### src/rtl/digit_serial_adder.sv
// Multi-cycle adder: {cout, sum} = a + b + cin, DIGIT bits per clock, LSD first.
// Optional signed-overflow output enabled by defining DIGIT_SERIAL_ADDER_OVF_EN.
module digit_serial_adder #(
  parameter int WIDTH = 16,
  parameter int DIGIT = 4
) (
  input  logic             clk,
  input  logic             rst_n,
  input  logic             in_valid,
  output logic             in_ready,
  input  logic [WIDTH-1:0] a,
  input  logic [WIDTH-1:0] b,
  input  logic             cin,
  output logic             out_valid,
  input  logic             out_ready,
  output logic [WIDTH-1:0] sum,
  output logic             cout
`ifdef DIGIT_SERIAL_ADDER_OVF_EN
  ,
  output logic             ovf
`endif
);

  localparam int NDIG = WIDTH / DIGIT;
  localparam int CW   = (NDIG > 1) ? $clog2(NDIG) : 1;

  if (WIDTH < 1 || DIGIT < 1 || DIGIT > WIDTH || (WIDTH % DIGIT) != 0) begin : g_bad_param
    $error("digit_serial_adder: illegal WIDTH/DIGIT combination");
  end

  typedef enum logic [1:0] {IDLE, RUN, HOLD} state_t;

  state_t            state_q, state_d;
  logic [WIDTH-1:0]  a_q, a_d, b_q, b_d;
  logic [WIDTH-1:0]  acc_q, acc_d;
  logic [WIDTH-1:0]  sum_q, sum_d;
  logic [CW-1:0]     cnt_q, cnt_d;
  logic              carry_q, carry_d;
  logic              cout_q, cout_d;
  logic              valid_q, valid_d;
  logic [DIGIT:0]    dig;
  logic [WIDTH-1:0]  acc_next;
`ifdef DIGIT_SERIAL_ADDER_OVF_EN
  logic              ovf_q, ovf_d;
  logic              msb_cin;
`endif

  assign in_ready  = (state_q == IDLE) && rst_n;
  assign out_valid = valid_q;
  assign sum       = sum_q;
  assign cout      = cout_q;
`ifdef DIGIT_SERIAL_ADDER_OVF_EN
  assign ovf       = ovf_q;
`endif

  always_comb begin
    dig      = {1'b0, a_q[DIGIT-1:0]} + {1'b0, b_q[DIGIT-1:0]} + (DIGIT+1)'(carry_q);
    // New digit enters at the top; after NDIG shifts the LSD sits at bit 0.
    acc_next = (acc_q >> DIGIT) | (WIDTH'(dig[DIGIT-1:0]) << (WIDTH - DIGIT));
`ifdef DIGIT_SERIAL_ADDER_OVF_EN
    msb_cin  = dig[DIGIT-1] ^ a_q[DIGIT-1] ^ b_q[DIGIT-1];
    ovf_d    = ovf_q;
`endif
    state_d = state_q;
    a_d     = a_q;
    b_d     = b_q;
    acc_d   = acc_q;
    sum_d   = sum_q;
    cnt_d   = cnt_q;
    carry_d = carry_q;
    cout_d  = cout_q;
    valid_d = valid_q;
    case (state_q)
      IDLE: begin
        if (in_valid) begin
          a_d     = a;
          b_d     = b;
          carry_d = cin;
          cnt_d   = '0;
          state_d = RUN;
        end
      end
      RUN: begin
        a_d     = a_q >> DIGIT;
        b_d     = b_q >> DIGIT;
        carry_d = dig[DIGIT];
        acc_d   = acc_next;
        cnt_d   = cnt_q + CW'(1);
        if (cnt_q == CW'(NDIG - 1)) begin
          sum_d   = acc_next;
          cout_d  = dig[DIGIT];
          valid_d = 1'b1;
          state_d = HOLD;
`ifdef DIGIT_SERIAL_ADDER_OVF_EN
          ovf_d   = msb_cin ^ dig[DIGIT];
`endif
        end
      end
      HOLD: begin
        if (out_ready) begin
          valid_d = 1'b0;
          state_d = IDLE;
        end
      end
      default: state_d = IDLE;
    endcase
  end

  always_ff @(posedge clk) begin
    if (!rst_n) begin
      state_q <= IDLE;
      a_q     <= '0;
      b_q     <= '0;
      acc_q   <= '0;
      sum_q   <= '0;
      cnt_q   <= '0;
      carry_q <= 1'b0;
      cout_q  <= 1'b0;
      valid_q <= 1'b0;
`ifdef DIGIT_SERIAL_ADDER_OVF_EN
      ovf_q   <= 1'b0;
`endif
    end else begin
      state_q <= state_d;
      a_q     <= a_d;
      b_q     <= b_d;
      acc_q   <= acc_d;
      sum_q   <= sum_d;
      cnt_q   <= cnt_d;
      carry_q <= carry_d;
      cout_q  <= cout_d;
      valid_q <= valid_d;
`ifdef DIGIT_SERIAL_ADDER_OVF_EN
      ovf_q   <= ovf_d;
`endif
    end
  end

endmodule

### config.mk
export PLATFORM = sky130hd
export DESIGN_NAME = digit_serial_adder
export DESIGN_NICKNAME = d
export VERILOG_FILES = /design/src/rtl/digit_serial_adder.sv
export SDC_FILE = /design/constraint.sdc
export NUM_CORES = 1
export LEC_CHECK = 0
export CAP_MARGIN = 0
export CORE_AREA = 5 5 83 85
export DETAILED_ROUTE_END_ITERATION = 16
export DIE_AREA = 0 0 88 90
export GPL_TIMING_DRIVEN = 1
export PLACE_DENSITY = 0.78
export SLEW_MARGIN = 20
export SYNTH_ARGS = -nofsm -noshare
export SYNTH_HDL_FRONTEND = slang
export SYNTH_SLANG_ARGS = --single-unit
### constraint.sdc
create_clock -name clk -period 2.4 [get_ports clk]
set_input_delay 0.6 -clock clk [delete_from_list [all_inputs] [get_ports clk]]
set_output_delay 0.6 -clock clk [all_outputs]
set_load 0.01 [all_outputs]
==> results summary <==
The first global-routing pass estimated 11.27 mm of wire. OpenSTA, run right after detailed placement, puts the worst setup slack at -0.1816 ns. The clock skew after layout came out at 0.005351 ns. The number of optimization iterations in the first detailed-route pass came out at 4.

The data arrival time of the worst path is 1.73 ns. In the routed layout, each cell is associated on average with a via count of 5.421. The y dimension of the die is 90 um.

After synthesis, the share of flip-flops with an asynchronous set or reset is 0. The number of placement rows came out at 29. The warning count from the yosys run is 0. The highest achievable clock rate is 428.7 MHz. The initial cell density of the core is 0.5026. The worst hold path begins at sum[0]. The biggest fanout along the worst timing path is 2.

The layout overhead on the synthesized area came out at 23.67%. The cell depth of the worst flop-to-flop path came out at 6. The startpoint kind of the worst setup timing path is an input pin. Counting along the longest clock path gives a buffer depth of 2. The total power divided by cell area is 630.1 nW/um^2.

The prevailing post-synth register cell is sky130_fd_sc_hd__dfxtp_1. In the final routed layout, each cell accounts on average for 13.97 um. The final count of hold timing violations came out at 0. After synthesis, the mean cell area works out to 8.805 um^2. The HPWL reported at the end of detailed placement is 4.506 mm. The number of sinks driven by the clock tree is 67. The number of setup violations in the final report came out at 0. Synthesis handed over a netlist of 350 instances. The period utilization came out at 0.9719. The overall routed net length came out at 6.662 mm. The number of buffers added to fix hold violations after cts is 0. The total overflow left after global routing is 0. The top-level port count is 56. The class of the worst hold path is reg -> reg. The number of setup buffers added after CTS is 0. The tree is rooted in a sky130_fd_sc_hd__clkbuf_8. The flop and latch count out of synthesis came out at 67.

The initial antenna violation count came to 0. The area of the multi-input gates is 1530 um^2. The standby leakage power is 0.001436 uW. In this run the number of H-tree levels came out at 3.

The clock insertion delay at the later pin of the skew report is 0.34 ns. The die is 88 um wide. The net count after synthesis is 393.

The flow ran to the end, and the final reports show no timing, DRC or antenna violations. The total standard cell area after synthesis is 3082 um^2. The number of max-slew violations in the final report is 0. Entering global routing, the biggest net connects 60 pins. The antenna cell count came out at 0. The count of port buffers added during placement came out at 55. Gates resized during post-CTS repair numbered 1. The total number of vias is 2,586. The worst flop-to-flop path startpoint is a_q[0]. STA classifies the critical path endpoint as a primary output.

The sequential area share after synthesis is 0.4352. The hold-critical path depth came out at 2. The path with the worst hold slack has its endpoint at sum[0].

The final RePlAce weighted congestion came out at 0.8022. The floorplan step defined a die boundary enclosing 7920 um^2. The data required time of the critical path is 1.80 ns.

The endpoint identified for the worst register-to-register timing path is carry_q. Traced cell by cell, the critical path runs through clkdlybuf4s50_1, clkinv_1, nor3_1, dlygate4sd2_1. TritonCTS built the clock tree.

Setup repair after global routing left no endpoint under its margin. The maximum resistive drop on vdd is 0.3425 mV. Among all stages on the critical path, the largest delay is contributed by sky130_fd_sc_hd__clkdlybuf4s50_1. The delay of the slowest cell on the worst path came out at 0.55 ns. Across every metal layer, demand over resource in global routing totals 0.1753.

The transition time at the pin with the least slew margin is 0.6777 ns. Across the whole layout, storage elements account for 1343 um^2. The relative slew slack came out at 0.5482. The tool flagged a number of max-cap violations equal to 0. In the final layout, the share of cells above drive strength 1 is 0.09250. The detail route stage leaves a number of antenna-violating nets equal to 0. The initial detailed-routing violation count came out at 122.

The number of distinct library cells after synthesis came out at 37. The clock transition time at the flip-flop clock pins of the worst setup and hold paths is 0.06 ns. The number of global-route vias before repair is 2,605. The critical path is of the in -> out type. The worst reg-to-reg setup slack is 0.57 ns. The number of buffers created by CTS is 9. The final worst-path setup slack came out at 0.06746 ns. In this run, synthesis inferred 0 flip-flops with an integrated enable. The shortest period the worst path allows came out at 2.333 ns. The tightest hold path in the finished design has a slack of 0.4522 ns. The residual DRC count is 0. The core box area came out at 6132 um^2. The net count of the finished layout is 439. The number of fillers in the final layout came out at 517.
## report_power, final
group / total [uW] / leakage [uW] / internal, uW / switching, uW
combinational: 342 / 0.000792 / 180 / 163
sequential: 1210 / 0.000549 / 1170 / 42.1
clock: 845 / 0.0000953 / 451 / 394
## placed cells by master (no fill, tap or decap), types with 2 or more instances in the layout
cell	n
sky130_fd_sc_hd__nor2_1	34
sky130_fd_sc_hd__ha_1	4
sky130_fd_sc_hd__and3_1	2
sky130_fd_sc_hd__inv_1	4
sky130_fd_sc_hd__a21oi_1	55
sky130_fd_sc_hd__fa_1	2
sky130_fd_sc_hd__nor3_1	2
sky130_fd_sc_hd__clkdlybuf4s50_1	54
sky130_fd_sc_hd__buf_4	10
sky130_fd_sc_hd__o221a_2	5
sky130_fd_sc_hd__clkinv_2	2
sky130_fd_sc_hd__a2111oi_0	2
sky130_fd_sc_hd__a21o_1	7
sky130_fd_sc_hd__nand2b_1	7
sky130_fd_sc_hd__dfxtp_1	66
sky130_fd_sc_hd__nand2_1	56
sky130_fd_sc_hd__nor2b_1	25
sky130_fd_sc_hd__a311o_1	2
sky130_fd_sc_hd__a22oi_1	4
sky130_fd_sc_hd__a211oi_1	3
sky130_fd_sc_hd__o221a_1	19
sky130_fd_sc_hd__clkbuf_8	12
sky130_fd_sc_hd__a211oi_2	2
sky130_fd_sc_hd__nand3b_1	5
## layer usage
| metal | global-route usage | part of all wire | vias to the layer above |
|---|---|---|---|
| li1 | - | - | 1313 |
| met1 | 0.2158 | 0.48 | 1218 |
| met2 | 0.2827 | 0.46 | 43 |
| met3 | 0.04388 | 0.040 | 12 |
| met4 | 0.08184 | 0.020 | 0 |
| met5 | 0 | 0 | - |
## synth_stat cells (2+ instances only)
| cell type | instances | area (um^2) |
|---|---|---|
| sky130_fd_sc_hd__dfxtp_1 | 67 | 1341 |
| sky130_fd_sc_hd__nand2_1 | 56 | 210.2 |
| sky130_fd_sc_hd__a21oi_1 | 55 | 275.3 |
| sky130_fd_sc_hd__nor2_1 | 34 | 127.6 |
| sky130_fd_sc_hd__nor2b_1 | 25 | 156.4 |
| sky130_fd_sc_hd__o221a_1 | 19 | 214.0 |
| sky130_fd_sc_hd__buf_2 | 12 | 60.06 |
| sky130_fd_sc_hd__clkbuf_1 | 8 | 30.03 |
| sky130_fd_sc_hd__a21o_1 | 7 | 52.55 |
| sky130_fd_sc_hd__nand2b_1 | 7 | 43.79 |
| sky130_fd_sc_hd__buf_6 | 6 | 67.56 |
| sky130_fd_sc_hd__nand3b_1 | 5 | 37.54 |
| sky130_fd_sc_hd__o221a_2 | 5 | 56.30 |
| sky130_fd_sc_hd__a22oi_1 | 4 | 30.03 |
| sky130_fd_sc_hd__buf_4 | 4 | 30.03 |
| sky130_fd_sc_hd__ha_1 | 4 | 50.05 |
| sky130_fd_sc_hd__inv_1 | 4 | 15.01 |
| sky130_fd_sc_hd__a211oi_1 | 3 | 22.52 |
| sky130_fd_sc_hd__a2111oi_0 | 2 | 17.52 |
| sky130_fd_sc_hd__a211oi_2 | 2 | 25.02 |
| sky130_fd_sc_hd__a311o_1 | 2 | 20.02 |
| sky130_fd_sc_hd__and3_1 | 2 | 12.51 |
| sky130_fd_sc_hd__fa_1 | 2 | 40.04 |
| sky130_fd_sc_hd__nor3_1 | 2 | 10.01 |
## worst max path at each step
stage / to / slack [ns] / start / cells past startpoint
2_1_floorplan: in_ready / 0.39 / rst_n / 4
3_3_place_gp: in_ready / -0.16 / rst_n / 4
3_5_place_dp: in_ready / -0.18 / rst_n / 4
4_1_cts: in_ready / 0.08 / rst_n / 4
5_1_grt: in_ready / 0.02 / rst_n / 4
6_report: in_ready / 0.07 / rst_n / 4
## critical path, delay by kind of cell
family | cells | cell delay (ns)
simple gates | 1 | 0.17
buf+inv | 3 | 0.96
## flip-flops by register name (all words and copies together), names as in the netlist
name and count:
a_q 16, acc_q 12, b_q 16, carry_q 1, cnt_q 2, cout 1, out_valid 1, state_q 2
sum 16
## final cells by class
class / count / area share
multi-input cells: 247 / 0.4015
flip-flops and latches: 67 / 0.3523
repair buffers: 66 / 0.1691
clock buffers: 13 / 0.04432
well taps: 77 / 0.02528
inverters: 5 / 0.004924
clock inverters: 2 / 0.002626
## metrics by stage
stage,std cells,instance area [um^2],TNS [ns],utilization,total power [uW]
floorplan,350,3082,0,-,1468
global placement,462,3633,-0.1617,0.5925,1570
detailed placement,462,3633,-0.1816,0.5925,1582
CTS,477,3811,0,0.6215,2413
global route,477,3811,0,0.6215,2500
finish,477,3811,0,0.6215,2401
## cells by family after synthesis
family	Yosys count	synth area share
AOI/OAI and AO/OA	104	0.2517
DFF	67	0.4352
xor gates and xnor gates	1	0.002843
and+or+nand+nor	136	0.2127
adders and majority gates	6	0.02923
buffers and inverters	36	0.06821
No activity file was read; power rests on OpenSTA's default activity.
==> edit (config.mk and constraints unchanged) <==
Build with the macro `DIGIT_SERIAL_ADDER_OVF_EN` defined.
--- a/src/rtl/digit_serial_adder.sv
+++ b/src/rtl/digit_serial_adder.sv
@@ -1,5 +1,7 @@
 // Multi-cycle adder: {cout, sum} = a + b + cin, DIGIT bits per clock, LSD first.
 // Optional signed-overflow output enabled by defining DIGIT_SERIAL_ADDER_OVF_EN.
+`define DIGIT_SERIAL_ADDER_OVF_EN
+
 module digit_serial_adder #(
   parameter int WIDTH = 16,
   parameter int DIGIT = 4
Check against the original RTL (old outputs only; new: ovf): equivalent (Yosys induction, for registers that start in step).
==> edit against the unedited design <==
- cell area fell by 2.6%
- cell count rose by 3.8%
- area after synthesis fell by 3.2%
- register-to-register slack got worse by 0.09 ns
- sequential cell count rose by 1
- total power fell by 2.1%
- worst hold slack improved by 0.0013 ns
- clock power fell by 8.0%
- global-route usage rose by 0.067 points
- sequential share of layout area rose by 1.5 points
- setup slack improved by 0.22 ns
- routed wire length fell by 2.9%
==> edit: results (changes against the unedited design) <==
placement:
  gp_congestion: 0.8021  # was 0.8022
  detailed_place.area_um2: 3555  # was 3633 µm²
  portBuffers: 56  # was 55
  placed_cells: 481  # was 462
  pre_cts_ws_ns: 0.3060  # was -0.1816 ns
  detailed_place_hpwl_um: 4490  # was 4506 µm
layout:
  final_cells: 495  # was 477
  final_nets: 458  # was 439
  drive_above_1_share_pct: 7.895  # was 9.250%
  antenna_cells: 0  # unchanged
  nFillCells: 577  # was 517
worst_setup_path:
  r2r_cells: 8  # was 6
  critPathArrivalTime_ns: 1.51  # was 1.73 ns
  rrSetupSlack_ns: 0.48  # was 0.57 ns
  crit-reg2reg-launch: "b_q[0]"  # was a_q[0]
  r2r-end: "ovf"  # was carry_q
hold_path:
  hold-path-endpoint: "sum[11]"  # was sum[0]
  min-delay-start: "sum[11]"  # was sum[0]
synth:
  yosysSeqAreaShare_pct: 45.64  # was 43.52%
  synth_fp_nets: 410  # was 393
  syn_inst: 367  # was 350
  synth_top_cells_by_count: "76 x nand2_1, 68 x dfxtp_1, 39 x o21ai_0"  # was 67 x dfxtp_1, 56 x nand2_1, 55 x a21oi_1
  ys_top_cells_by_area: "dfxtp_1 46%, nand2_1 9.6%, o21ai_0 6.5%"  # was dfxtp_1 44%, a21oi_1 8.9%, o221a_1 6.9%
detailed_routing:
  wl_per_cell_um: 13.07  # was 13.97 µm
  drt_iter0_drc: 107  # was 122
  route.vias.total: 2576  # was 2586
timing:
  fin_skew_ns: 0.006111  # was 0.005351 ns
  slew_headroom_pct: 61.83  # was 54.82%
  slew_viol_final: 0  # unchanged
global_routing:
  grt_use_total_pct: 17.59  # was 17.53%
  grt_pass1_vias: 2492  # was 2605
  grt_pass1_wl_um: 11260  # was 11270 µm
  grt_max_degree: 69  # was 60
outcome:
  outcome: "complete, no violations"  # unchanged
clock_tree:
  ctsResizeCount: 0  # was 1
  cts_root_buf: "clkbuf_8"  # unchanged
power:
  ir_worst_vdd_v: 0.0003133  # was 0.0003425 V
  p_leak_nw: 1.411  # was 1.436 nW
-- edit: changes by cell type in the layout (fill, tap and decap cells not counted), sizes merged, moves of 5 or more --
cell    change
o21ai      +40
a21boi     +26
a21oi      -26
nand2      +21
o221a      -19
nor2b       -9
a21o        -6
nand3b      -6
a211oi      -5
a22oi       +5
nand2b      -5
-- edit: cell families after synthesis --
logic type,synth area share [%]
xor gates and xnor gates,1.468
and+or+nand+nor,20.01
DFF,45.64
AOI/OAI and AO/OA,24.16
buffers and inverters,5.704
adders and majority gates,3.020
-- edit: worst max-delay path by stage --
stage | from | to | slack, ns | cells past startpoint
after floorplan | a_q[0] | ovf | 0.62 | 8
after global placement | rst_n | in_ready | 0.30 | 4
after detailed placement | rst_n | in_ready | 0.31 | 4
after CTS | state_q[1] | in_ready | 0.27 | 4
after global routing | state_q[1] | in_ready | 0.23 | 4
final | state_q[1] | in_ready | 0.29 | 4
-- edit: worst max-delay path: stages (launching register included) --
cell             delay [ns]
dfxtp_1                0.32
inv_2                  0.06
nand2_1                0.07
nor2_1                 0.16
clkdlybuf4s50_1        0.57
-- edit: layer usage --
layer	GRT usage [%]	up-vias	share of wire [%]
li1	-	1322	-
met5	0	-	0
met2	28.33	73	46
met4	7.545	0	1.8
met3	4.022	11	6.4
met1	22.22	1170	46
-- edit: layout make-up --
cell class / instances / area share (%)
multi-input combinational: 265 / 39.11
sequential: 68 / 36.68
timing repair buffer: 65 / 16.79
clock buffer: 11 / 3.810
tap: 77 / 2.596
inverter: 6 / 0.6069
clock inverter: 3 / 0.4046
-- edit: per-stage QoR --
stage	total power [mW]	hold slack [ns]	util, %
after floorplan	1.480	0.4412	-
after global placement	1.591	0.4415	57.97
after detailed placement	1.599	0.4440	57.97
after CTS	2.371	0.4526	60.52
after global routing	2.478	0.4803	60.52
final	2.351	0.4536	60.52
-- edit: report_power, final --
group | switching, mW | leakage, nW | internal [mW]
sequential | 0.0367 | 0.556 | 1.19
clock | 0.391 | 0.0848 | 0.386
combinational | 0.176 | 0.769 | 0.171
